### config.mk
export PLATFORM = sky130hd
export DESIGN_NAME = hash_msg_sequencer
export DESIGN_NICKNAME = d
export VERILOG_FILES = /design/src/rtl/hash_seq_pkg.sv /design/src/rtl/bit_serializer.sv /design/src/rtl/hash_msg_sequencer.sv
export SDC_FILE = /design/constraint.sdc
export NUM_CORES = 1
export LEC_CHECK = 0
export BUFFER_PORTS_ARGS = -buffer_cell sky130_fd_sc_hd__buf_2
export CAP_MARGIN = 20
export CORE_ASPECT_RATIO = 1.2
export CORE_UTILIZATION = 50
export DETAILED_ROUTE_END_ITERATION = 7
export PLACE_DENSITY = 0.8
export SYNTH_ARGS = -nofsm -noshare
export SYNTH_HDL_FRONTEND = slang
export SYNTH_SLANG_ARGS = --single-unit
### constraint.sdc
create_clock -name clk -period 3 [get_ports clk]
set_input_delay 0.45 -clock clk [delete_from_list [all_inputs] [get_ports clk]]
set_output_delay 0.45 -clock clk [all_outputs]
set_load 0.1 [all_outputs]
### src/rtl/hash_seq_pkg.sv
// Shared constants and state encoding for the hash message sequencer.
// Default widths track the bent-function LFSR hash-core generator arguments.
package hash_seq_pkg;

  localparam int unsigned DIGEST_W_DEF     = 32;
  localparam int unsigned LEN_W_DEF        = 16;
  localparam int unsigned FINAL_CYCLES_DEF = 64;
  localparam int unsigned CNT_W_DEF        = 7;
  localparam int unsigned BYTE_W           = 8;
  localparam int unsigned BIT_CNT_W        = 4;

  typedef enum logic [2:0] {
    ST_IDLE    = 3'd0,
    ST_CLR     = 3'd1,
    ST_ABSORB  = 3'd2,
    ST_PAD     = 3'd3,
    ST_SQUEEZE = 3'd4,
    ST_DONE    = 3'd5
  } seq_state_e;

endpackage

### src/rtl/bit_serializer.sv
// MSB-first byte serializer: parallel load, one bit per shift,
// bits_left tracks how many bits of the loaded byte remain.
module bit_serializer
  import hash_seq_pkg::*;
(
  input  logic                 clk,
  input  logic                 reset,
  input  logic                 load,
  input  logic                 shift,
  input  logic [BYTE_W-1:0]    load_data,
  output logic                 msb,
  output logic [BIT_CNT_W-1:0] bits_left,
  output logic                 empty_c
);

  logic [BYTE_W-1:0] shreg;

  // A load wins over a shift so the next byte follows the last bit gap-free.
  always_ff @(posedge clk or posedge reset) begin
    if (reset) begin
      shreg     <= '0;
      bits_left <= '0;
    end else if (load) begin
      shreg     <= load_data;
      bits_left <= BIT_CNT_W'(BYTE_W);
    end else if (shift && !empty_c) begin
      shreg     <= {shreg[BYTE_W-2:0], 1'b0};
      bits_left <= bits_left - BIT_CNT_W'(1);
    end
  end

  assign msb     = shreg[BYTE_W-1];
  assign empty_c = (bits_left == '0);

endmodule

### src/rtl/hash_msg_sequencer.sv
// Feeds a byte stream bit-serially into the LFSR hash core, appends marker,
// byte-count and zero squeeze cycles, then captures and holds the digest.
module hash_msg_sequencer
  import hash_seq_pkg::*;
#(
  parameter int unsigned DIGEST_W     = DIGEST_W_DEF,
  parameter int unsigned LEN_W        = LEN_W_DEF,
  parameter int unsigned FINAL_CYCLES = FINAL_CYCLES_DEF,
  parameter int unsigned CNT_W        = CNT_W_DEF
) (
  input  logic                clk,
  input  logic                reset,
  input  logic                start,
  input  logic [BYTE_W-1:0]   in_data,
  input  logic                in_valid,
  input  logic                in_last,
  output logic                in_ready,
  output logic                lfsr_in_injector,
  output logic                core_reset,
  input  logic [DIGEST_W-1:0] core_o,
  output logic [DIGEST_W-1:0] digest,
  output logic                digest_valid,
  input  logic                digest_ready,
  output logic                busy
);

  localparam int unsigned PAD_W = $clog2(LEN_W + 1);

  seq_state_e           state;
  seq_state_e           state_nxt;
  logic [LEN_W-1:0]     len_cnt;
  logic [PAD_W-1:0]     pad_cnt;
  logic [CNT_W-1:0]     sq_cnt;
  logic                 last_seen;
  logic                 hs;
  logic                 capture;
  logic                 ser_shift;
  logic                 ser_msb;
  logic                 ser_empty;
  logic [BIT_CNT_W-1:0] bits_left;

  bit_serializer u_ser (
    .clk       (clk),
    .reset     (reset),
    .load      (hs),
    .shift     (ser_shift),
    .load_data (in_data),
    .msb       (ser_msb),
    .bits_left (bits_left),
    .empty_c   (ser_empty)
  );

  always_ff @(posedge clk or posedge reset) begin
    if (reset) state <= ST_IDLE;
    else       state <= state_nxt;
  end

  // Next state and per-cycle injector/ready decode.
  always_comb begin
    state_nxt        = state;
    in_ready         = 1'b0;
    lfsr_in_injector = 1'b0;
    ser_shift        = 1'b0;
    capture          = 1'b0;
    case (state)
      ST_IDLE: begin
        if (start) state_nxt = ST_CLR;
      end
      ST_CLR: begin
        // First byte may load here so its MSB lands on the first ABSORB cycle.
        in_ready  = 1'b1;
        state_nxt = ST_ABSORB;
      end
      ST_ABSORB: begin
        in_ready         = (bits_left <= BIT_CNT_W'(1)) && !last_seen;
        lfsr_in_injector = !ser_empty && ser_msb;
        ser_shift        = 1'b1;
        if (last_seen && (bits_left == BIT_CNT_W'(1))) state_nxt = ST_PAD;
      end
      ST_PAD: begin
        lfsr_in_injector = (pad_cnt == '0) ? 1'b1 : len_cnt[LEN_W-1];
        if (pad_cnt == PAD_W'(LEN_W)) state_nxt = ST_SQUEEZE;
      end
      ST_SQUEEZE: begin
        if (sq_cnt == CNT_W'(FINAL_CYCLES - 1)) begin
          capture   = 1'b1;
          state_nxt = ST_DONE;
        end
      end
      ST_DONE: begin
        if (digest_valid && digest_ready) state_nxt = ST_IDLE;
      end
      default: state_nxt = ST_IDLE;
    endcase
    hs = in_valid && in_ready;
  end

  // Counters, length field shifter and digest register.
  always_ff @(posedge clk or posedge reset) begin
    if (reset) begin
      len_cnt      <= '0;
      last_seen    <= 1'b0;
      pad_cnt      <= '0;
      sq_cnt       <= '0;
      digest       <= '0;
      digest_valid <= 1'b0;
      busy         <= 1'b0;
    end else begin
      busy <= (state_nxt != ST_IDLE);
      if (state == ST_IDLE) begin
        len_cnt   <= '0;
        last_seen <= 1'b0;
      end else if (hs) begin
        if (len_cnt != '1) len_cnt <= len_cnt + LEN_W'(1);
        if (in_last) last_seen <= 1'b1;
      end else if ((state == ST_PAD) && (pad_cnt != '0)) begin
        // The byte count doubles as the shift register for the length field.
        len_cnt <= len_cnt << 1;
      end
      pad_cnt <= (state == ST_PAD) ? pad_cnt + PAD_W'(1) : '0;
      sq_cnt  <= (state == ST_SQUEEZE) ? sq_cnt + CNT_W'(1) : '0;
      if (capture) begin
        digest       <= core_o;
        digest_valid <= 1'b1;
      end else if (digest_valid && digest_ready) begin
        digest_valid <= 1'b0;
      end
    end
  end

  assign core_reset = reset || (state == ST_CLR);

endmodule

Yosys cells after proc, flatten, opt, wreduce, memory -nomap -nowiden
Cells that the tools add are included.

word-level totals
  bits in registers = 78
  latch bits = 0
  memory bits (writable) = 0
  memory bits (read-only) = 0
  word-level logic and storage cells = 74
  memories kept = 0

operators by class
  add/subtract/negate cells = 4
  multipliers = 0
  divide/modulo/power cells = 0
  magnitude comparators = 1
  eq/ne operators = 10
  shift-type cells = 0
  muxes and demuxes = 27
  bitwise gates (word level) = 0
  reductions and logical operators = 22

operators by type and width
  operator                                                                          number
  16-bit 2-to-1 mux                                                                 4
  3-bit one-hot mux with 6 select lines                                             1
  16-bit by 1-bit adder with 16-bit output, second input constant                   1
  8-bit 2-to-1 mux                                                                  2
  16-bit inequality test, second input constant                                     1
  3-bit 2-to-1 mux                                                                  5
  1-bit 2-to-1 mux                                                                  9
  4-bit 2-to-1 mux                                                                  2
  2-bit nonzero test                                                                4
  7-bit by 1-bit adder with 7-bit output, second input constant                     1
  7-bit by 6-bit == test with 1-bit output, second input constant                   1
  1-bit logical AND                                                                 7
  7-bit 2-to-1 mux                                                                  1
  3-bit by 2-bit == test with 1-bit output, second input constant                   2
  3-bit == test, second input constant                                              2
  3-bit nonzero test                                                                2
  5-bit by 1-bit adder with 5-bit output, second input constant                     1
  5-bit == test, second input constant                                              1
  5-bit zero test                                                                   1
  5-bit 2-to-1 mux                                                                  1
  5-bit nonzero test                                                                1
  4-bit by 1-bit == test with 1-bit output, second input constant                   1
  4-bit by 1-bit less-or-equal comparator with 1-bit output, second input constant  1
  4-bit zero test                                                                   1
  8 further kinds                                                                   11

Depth between registers and ports, before layout
Gate-level depths: netlist (run 1).

  depth in word-level cells = 6
  mapped depth = 9
  mapped depth without buffers = 7

Cells and area by module
Synthesis (run 1) repeated with hierarchy kept, for this count alone.

unflattened totals
  cells, all modules = 368
  area, all modules = 3,876.2 um2

by module, submodules not included
  module              times used  cells an instance  area each (um2)  sequential area each (um2)
  hash_msg_sequencer  1           298                3,190.6          1,651.6
  bit_serializer      1           70                 685.7            300.3

Least setup slack after synthesis (run 1)
No wires, ideal clock.

  kind = input to output
  from = input port reset
  to = output port core_reset
  arrival = 3,338 ps
  slack = -788 ps
  cell stages on the path = 2
  path buffers = 0
  path through = inv_1 > nand2_1

between the ends
  word-level cells in the longest chain between the ends = 1

RTL lines
  element             RTL line                   RTL
  start: declaration  hash_msg_sequencer.sv:12   input logic reset,
  1-bit logical OR    hash_msg_sequencer.sv:131  assign core_reset = reset || (state == ST_CLR);
  end: declaration    hash_msg_sequencer.sv:19   output logic core_reset,

No other way between the ends.

Final worst setup path (run 1)
  from = register state[0]
  to = output port lfsr_in_injector

between the ends
  word-level cells in the longest chain between the ends = 2

RTL lines
  element                                   RTL line                  RTL
  start: declaration                        hash_msg_sequencer.sv:29  seq_state_e state;
  start signal: assignment                  hash_msg_sequencer.sv:55  else state <= state_nxt;
  3-bit by 2-bit == test with 1-bit output  hash_msg_sequencer.sv:65  case (state)
  1-bit one-hot mux with 2 select lines *   hash_msg_sequencer.sv:65
  end: declaration                          hash_msg_sequencer.sv:18  output logic lfsr_in_injector,

Mark *: on every way between the ends. The rest lies on a longest branch, timed or not.

==> results of run 1 <==
## final timing paths
kind / from / end / slack (ns) / cells after the start
worst max-delay path: state[0] / lfsr_in_injector / 0.32 / 6
worst min-delay path: in_data[0] / u_ser.shreg[0] / 0.29 / 3
worst max register to register: len_cnt[0] / len_cnt[10] / 0.56 / 6
worst min register to register: pad_cnt[0] / pad_cnt[0] / 0.50 / 1
max in group asynchronous: reset / u_ser.shreg[7] / 1.95 / 3
min in group asynchronous: reset / digest[8] / 0.45 / 3
## registers in the layout, indices dropped and copies added, names as in the netlist
signal,flops
u_ser.bits_left,4
sq_cnt,7
u_ser.shreg,8
last_seen,1
state,3
busy,1
digest,32
pad_cnt,5
len_cnt,16
digest_valid,1
## power by group through the flow
stage	logic, W	clock network, W	registers [W]
global placement	0.0000576	0	0.00107
finish	0.0000569	0.000905	0.00105
detailed placement	0.0000586	0	0.00107
CTS	0.0000591	0.000925	0.00105
floorplan	0.0000220	0	0.00107
global route	0.0000648	0.000964	0.00105
## final cells by class
type                            count  area share (%)
Clock buffer                        9            2.78
Tap cell                           90            2.52
Inverter                           14            1.26
Clock inverter                      7            2.36
Timing Repair Buffer               89            10.7
Multi-Input combinational cell    246            36.7
Sequential cell                    78            43.8
## layer usage
metal | vias up | track usage, % | share of wire, %
met2 | 77 | 36.8 | 50
met5 | - | 0 | 0
met1 | 1398 | 25.7 | 43
met3 | 12 | 4.13 | 4.8
li1 | 1414 | - | -
met4 | 0 | 11.2 | 1.7
## cell families after synthesis
group / share of synthesized area [%]
muxes: 11.1
adders and majority gates: 2.35
DFF: 52.5
AOI/OAI and AO/OA: 11.3
and+or+nand+nor: 16.5
buffers and inverters: 3.70
xor gates and xnor gates: 2.59
## placed cells by master, fill, tap and decap left out, types with 2 or more instances in the layout
cell type	netlist	final
o21ai_0	6	5
nand2_1	40	40
inv_1	14	13
nor4_1	3	3
nand4_1	4	4
dfrtp_1	78	78
nor3_1	7	6
o211ai_1	5	5
o22ai_1	7	7
inv_6	0	2
or3_1	4	4
xor2_1	6	6
a31oi_1	8	8
and3_1	5	5
or2_2	5	5
nand3_1	13	13
a21oi_1	17	17
mux2i_1	4	4
ha_1	7	7
nand3b_1	2	2
clkbuf_8	0	9
buf_2	8	82
bufinv_16	0	2
buf_4	2	6
nor2_1	36	36
xnor2_1	5	5
mux2_2	33	33
clkinvlp_4	0	2
nand2b_1	3	3
a211o_1	3	3
o2111ai_1	4	4
o31ai_1	2	2
a21o_1	2	2
## worst max-delay path, cell delays in order (launching register included)
cell and delay (ns):
dfrtp_1 0.48, or3b_4 0.47, a21oi_1 0.13, buf_4 0.19, nand2_1 0.06, o21ai_1 0.08
buf_2 0.45
## per-stage QoR
step | TNS [ns] | util, % | cells | instance area [um2] | hold WS [ns]
floorplan | -0.164 | - | 354 | 3740 | 0.447
global placement | 0 | 58.5 | 517 | 4230 | 0.471
detailed placement | 0 | 58.5 | 517 | 4230 | 0.487
CTS | 0 | 61.7 | 533 | 4460 | 0.278
global route | 0 | 61.7 | 533 | 4460 | 0.296
finish | 0 | 61.7 | 533 | 4460 | 0.292
==> key figures, run 1 <==
Hold path
  • Worst Hold Class: primary input to flop

GRT
  • Largest net degree at the start of global routing: 79
  • Global-route wire length before repair: 12.7 mm
  • Vias in the first global route: 2834
  • Total gr overflow: 0
  • Antenna violations before repair: 0
  • Total GRT Usage: 21.5%

Power and ir drop
  • Combinational Power Share: 2.8%
  • P per Cell Area: 451 nW/um2
  • Reg power frac: 52.2%
  • Power, Total: 0.00201 W
  • Net Sw Frac: 22.8%
  • Leak Pwr: 2.24 nW
  • Net Sw Power: 0.000458 W
  • VDD IR max: 0.262 mV
  • Internal Power: 0.00155 W
  • Clock share of power: 45.0%

Timing
  • Final worst slack: 0.323 ns
  • Fin. Hold Viols: 0
  • Layout Skew: 0.00921 ns
  • Worst slew pin tran: 0.957 ns
  • Min Clock Period, post-route: 2.68 ns
  • Max Fclk: 374 MHz
  • Period utilization: 89.2%
  • Slew HR: 36.2%
  • Final Setup Violations: 0
  • RSZ-0062 raised after global routing: false
  • Pins Over Slew Limit: 0

Placed design
  • IO buf count: 82
  • DP Wirelength: 5.24 mm
  • Placement Setup Slack: 0.601 ns
  • Placer congestion estimate: 0.833

Clocking
  • Post-CTS Resized: 0
  • Setup Buffers After CTS: 0
  • Clock Pin Slew Worst Setup and Hold Paths: 0.08 ns
  • # H-tree levels: 3
  • Clk root buf: clkbuf_8
  • CTS tree: done
  • Clock latency on the worst-skew pair: 0.36 ns
  • Post-CTS Hold Fix Bufs: 0
  • Max Root-Sink Buffers: 2
  • Total CTS buffers: 9
  • Clock Sinks: 78

Critical path
  • CP endpoint kind: primary output
  • Worst setup SP type: flop
  • Critical Path RT: 2.55 ns
  • Setup Crit Path Kind: flop to primary output
  • Crit path DAT: 2.23 ns
  • Crit Path Max Fanout: 10

Synth
  • Top-count cell post-synth: dfrtp_1
  • Post-synth top cells: dfrtp_1 (78), nand2_1 (40), nor2_1 (36)
  • Area contributors post-synth: dfrtp_1 (52%), mux2_2 (10%), nand2_1 (4.0%)
  • Syn. warnings: 0
  • Asr flop ratio synth: 100%
  • Post-synth top area share: 52.5%
  • Average cell area after synthesis: 10.5 um2
  • Synth Register Bits: 78
  • Mapped Cells: 354
  • Post-synthesis sequential area ratio: 52.5%
  • Number of enable flip-flop cells after synthesis: 0
  • Cell area after synthesis: 3720 um2
  • Net Count, Synth: 407
  • Unique masters post-synth: 47
  • Synth Flop Type: dfrtp_1
  • Largest area contributor in the netlist: dfrtp_1

Final layout
  • Nets: 491
  • Inserted Diodes: 0
  • Register area: 1950 um2
  • Filler cell count: 594
  • Share of layout cells above drive strength 1: 33.6%
  • Layout area overhead: 19.9%
  • Multi-input gate area: 1640 um2

Floorplan
  • Starting Density: 51.4%
  • Die Ht: 96.5 um
  • Core ar.: 7230 um2
  • Ports: 83
  • Die width: 80.7 um
  • Die area: 7790 um2
  • Row count: 34

Drt
  • Routed wire length per instance: 14.5 um
  • WL final: 7.74 mm
  • DR DRC count: 0
  • Via/cell ratio: 5.44
  • 1st-pass router iterations: 4
  • Initial DRC Count: 250
  • Antenna viol nets, final: 0
  • Via count: 2901

Job
  • # Max-Cap Violations: 0

Run status
  • Status: finished clean
(Power assumes the default switching activity.)
==> run 2: changes to the inputs <==
--- a/config.mk
+++ b/config.mk
@@ -8,9 +8,9 @@
 export BUFFER_PORTS_ARGS = -buffer_cell sky130_fd_sc_hd__buf_2
 export CAP_MARGIN = 20
 export CORE_ASPECT_RATIO = 1.2
-export CORE_UTILIZATION = 50
+export CORE_UTILIZATION = 38
 export DETAILED_ROUTE_END_ITERATION = 7
-export PLACE_DENSITY = 0.8
+export PLACE_DENSITY = 0.64
 export SYNTH_ARGS = -nofsm -noshare
 export SYNTH_HDL_FRONTEND = slang
 export SYNTH_SLANG_ARGS = --single-unit
==> key figures, run 2 (synthesized netlist as in run 1, its figures left out) <==
Final layout
  • Biggest register: digest
  • Register area: 1950 um2
  • Layout area overhead: 22.6%
  • Most common cell after layout, fill and taps aside: buf_2
  • Commonest non-fill, non-tap cells in the layout: buf_2 (82), dfrtp_1 (78), nand2_1 (40)
  • Multi-input gate area: 1640 um2
  • Filler cell count: 915
  • Design Area, Final: 4560 um2
  • Share of layout cells above drive strength 1: 33.4%
  • Biggest regs: digest: 32 flops, len_cnt: 16 flops, u_ser.shreg: 8 flops
  • Post-route insts no fill: 566
  • Final Util: 47.9%
  • Largest register FFs: 32
  • Inserted Diodes: 0
  • Nets: 491

GRT
  • Total gr overflow: 0
  • Antenna violations before repair: 0
  • Largest net degree at the start of global routing: 79
  • Vias in the first global route: 2948
  • Global-route wire length before repair: 13.4 mm
  • Total GRT Usage: 16.9%

Critical path
  • Crit-path slowest cell: buf_2
  • Max incr delay on CP: 0.52 ns
  • Critical Path RT: 2.55 ns
  • Crit Path Max Fanout: 10
  • CP Depth: 3
  • Crit path to: in_ready
  • Worst r2r path cells: 6
  • Critical Path Start: state[0]
  • Critical path's top delay family: buffers and inverters
  • Worst setup SP type: flop
  • Setup slack, reg-to-reg: 0.58 ns
  • Cells along the critical path: or3b_4 > o41ai_4 > buf_2
  • Bufs and invs on worst path: 1
  • Worst R2R End: len_cnt[8]
  • Setup Crit Path Kind: flop to primary output
  • Crit path DAT: 2.19 ns
  • R2r startpoint: len_cnt[0]
  • CP endpoint kind: primary output

Placed design
  • DP Wirelength: 5.45 mm
  • Placer congestion estimate: 0.840
  • IO buf count: 82
  • DP Area: 4260 um2
  • Placed Cells: 550

Timing
  • Max Fclk: 378 MHz
  • RSZ-0062 raised after global routing: false
  • Period utilization: 88.1%
  • Fin. Hold Viols: 0
  • Worst slew pin tran: 0.962 ns
  • Min Clock Period, post-route: 2.64 ns
  • Layout Skew: 0.00512 ns
  • Setup tns final: 0 ns
  • Slew HR: 35.9%
  • Pins Over Slew Limit: 0
  • Final Setup Violations: 0

Power and ir drop
  • Leak Pwr: 2.26 nW
  • Power, Total: 0.00220 W
  • VDD IR max: 0.260 mV
  • P per Cell Area: 482 nW/um2

Job
  • # Max-Cap Violations: 0

Drt
  • DR DRC count: 0
  • Antenna viol nets, final: 0
  • Routed met3 length: 302 um
  • Initial DRC Count: 147
  • Via count: 2927
  • 1st-pass router iterations: 4
  • WL final: 7.80 mm
  • Met2 Routed Length: 3.89 mm
  • Via/cell ratio: 5.17
  • Routed wire length per instance: 13.8 um
  • Met1 wire length: 3.39 mm
  • DR top layer: met4

Floorplan
  • Ports: 83
  • Die area: 10200 um2
  • Starting Density: 39.1%
  • Row count: 39
  • Die Ht: 110 um
  • Die width: 92.3 um
  • Core ar.: 9520 um2

Run status
  • Status: finished clean

Clocking
  • Max Root-Sink Buffers: 2
  • Setup Buffers After CTS: 0
  • Clk root buf: clkbuf_16
  • Post-CTS Resized: 0
  • CTS tree: done
  • Clock Pin Slew Worst Setup and Hold Paths: 0.06 ns
  • Post-CTS Hold Fix Bufs: 0
  • # H-tree levels: 3
  • Clock latency on the worst-skew pair: 0.34 ns
  • Total CTS buffers: 9
  • Clock Sinks: 78

Hold path
  • Hold Path Depth: 3
  • Worst Hold Class: primary input to flop
run 2: changes by cell type in the layout (fill, tap and decap cells not counted):
cell        change
buf_12          -1
clkbuf_1        +1
clkinvlp_4      +2
inv_8           -1
buf_4           +1
bufinv_16       -1
clkbuf_8        -9
clkbuf_16       +9
clkinv_4        -1
run 2: through the flow:
step	setup WS (ns)	hold slack, ns
6_report	0.358	0.307
2_1_floorplan	-0.0885	0.447
3_3_place_gp	0.687	0.469
5_1_grt	0.195	0.323
3_5_place_dp	0.580	0.482
4_1_cts	0.366	0.302
run 2: power breakdown:
part           total [W]  internal, W  switching (W)
combinational  0.0000568    0.0000223      0.0000345
clock            0.00109     0.000650       0.000439
sequential       0.00105      0.00105              0
run 2: how the worst min path moves through the flow:
| stage | to | from | slack (ns) |
|---|---|---|---|
| after floorplan | sq_cnt[0] | sq_cnt[0] | 0.45 |
| after global placement | pad_cnt[0] | pad_cnt[0] | 0.47 |
| after detailed placement | pad_cnt[0] | pad_cnt[0] | 0.48 |
| after CTS | u_ser.shreg[0] | in_data[0] | 0.30 |
| after global routing | u_ser.shreg[0] | in_data[0] | 0.32 |
| final | u_ser.shreg[0] | in_data[0] | 0.31 |
run 2: worst min-delay path: cells and delay by family:
| kind | cells | cell delay (ns) |
|---|---|---|
| buffers and inverters | 1 | 0.08 |
| and+or+nand+nor | 2 | 0.09 |
run 2: final cells by class:
cell class | instances | share of cell area [%]
Timing Repair Buffer | 89 | 10.2
Sequential cell | 78 | 42.8
Inverter | 14 | 1.23
Tap cell | 123 | 3.38
Multi-Input combinational cell | 246 | 35.9
Clock inverter | 6 | 1.54
Clock buffer | 10 | 5.02
run 2: routing by layer:
metal	up-vias	track usage, %
li1	1417	-
met1	1416	19.3
met2	75	29.3
met3	19	3.43
met4	0	10.0
met5	-	0
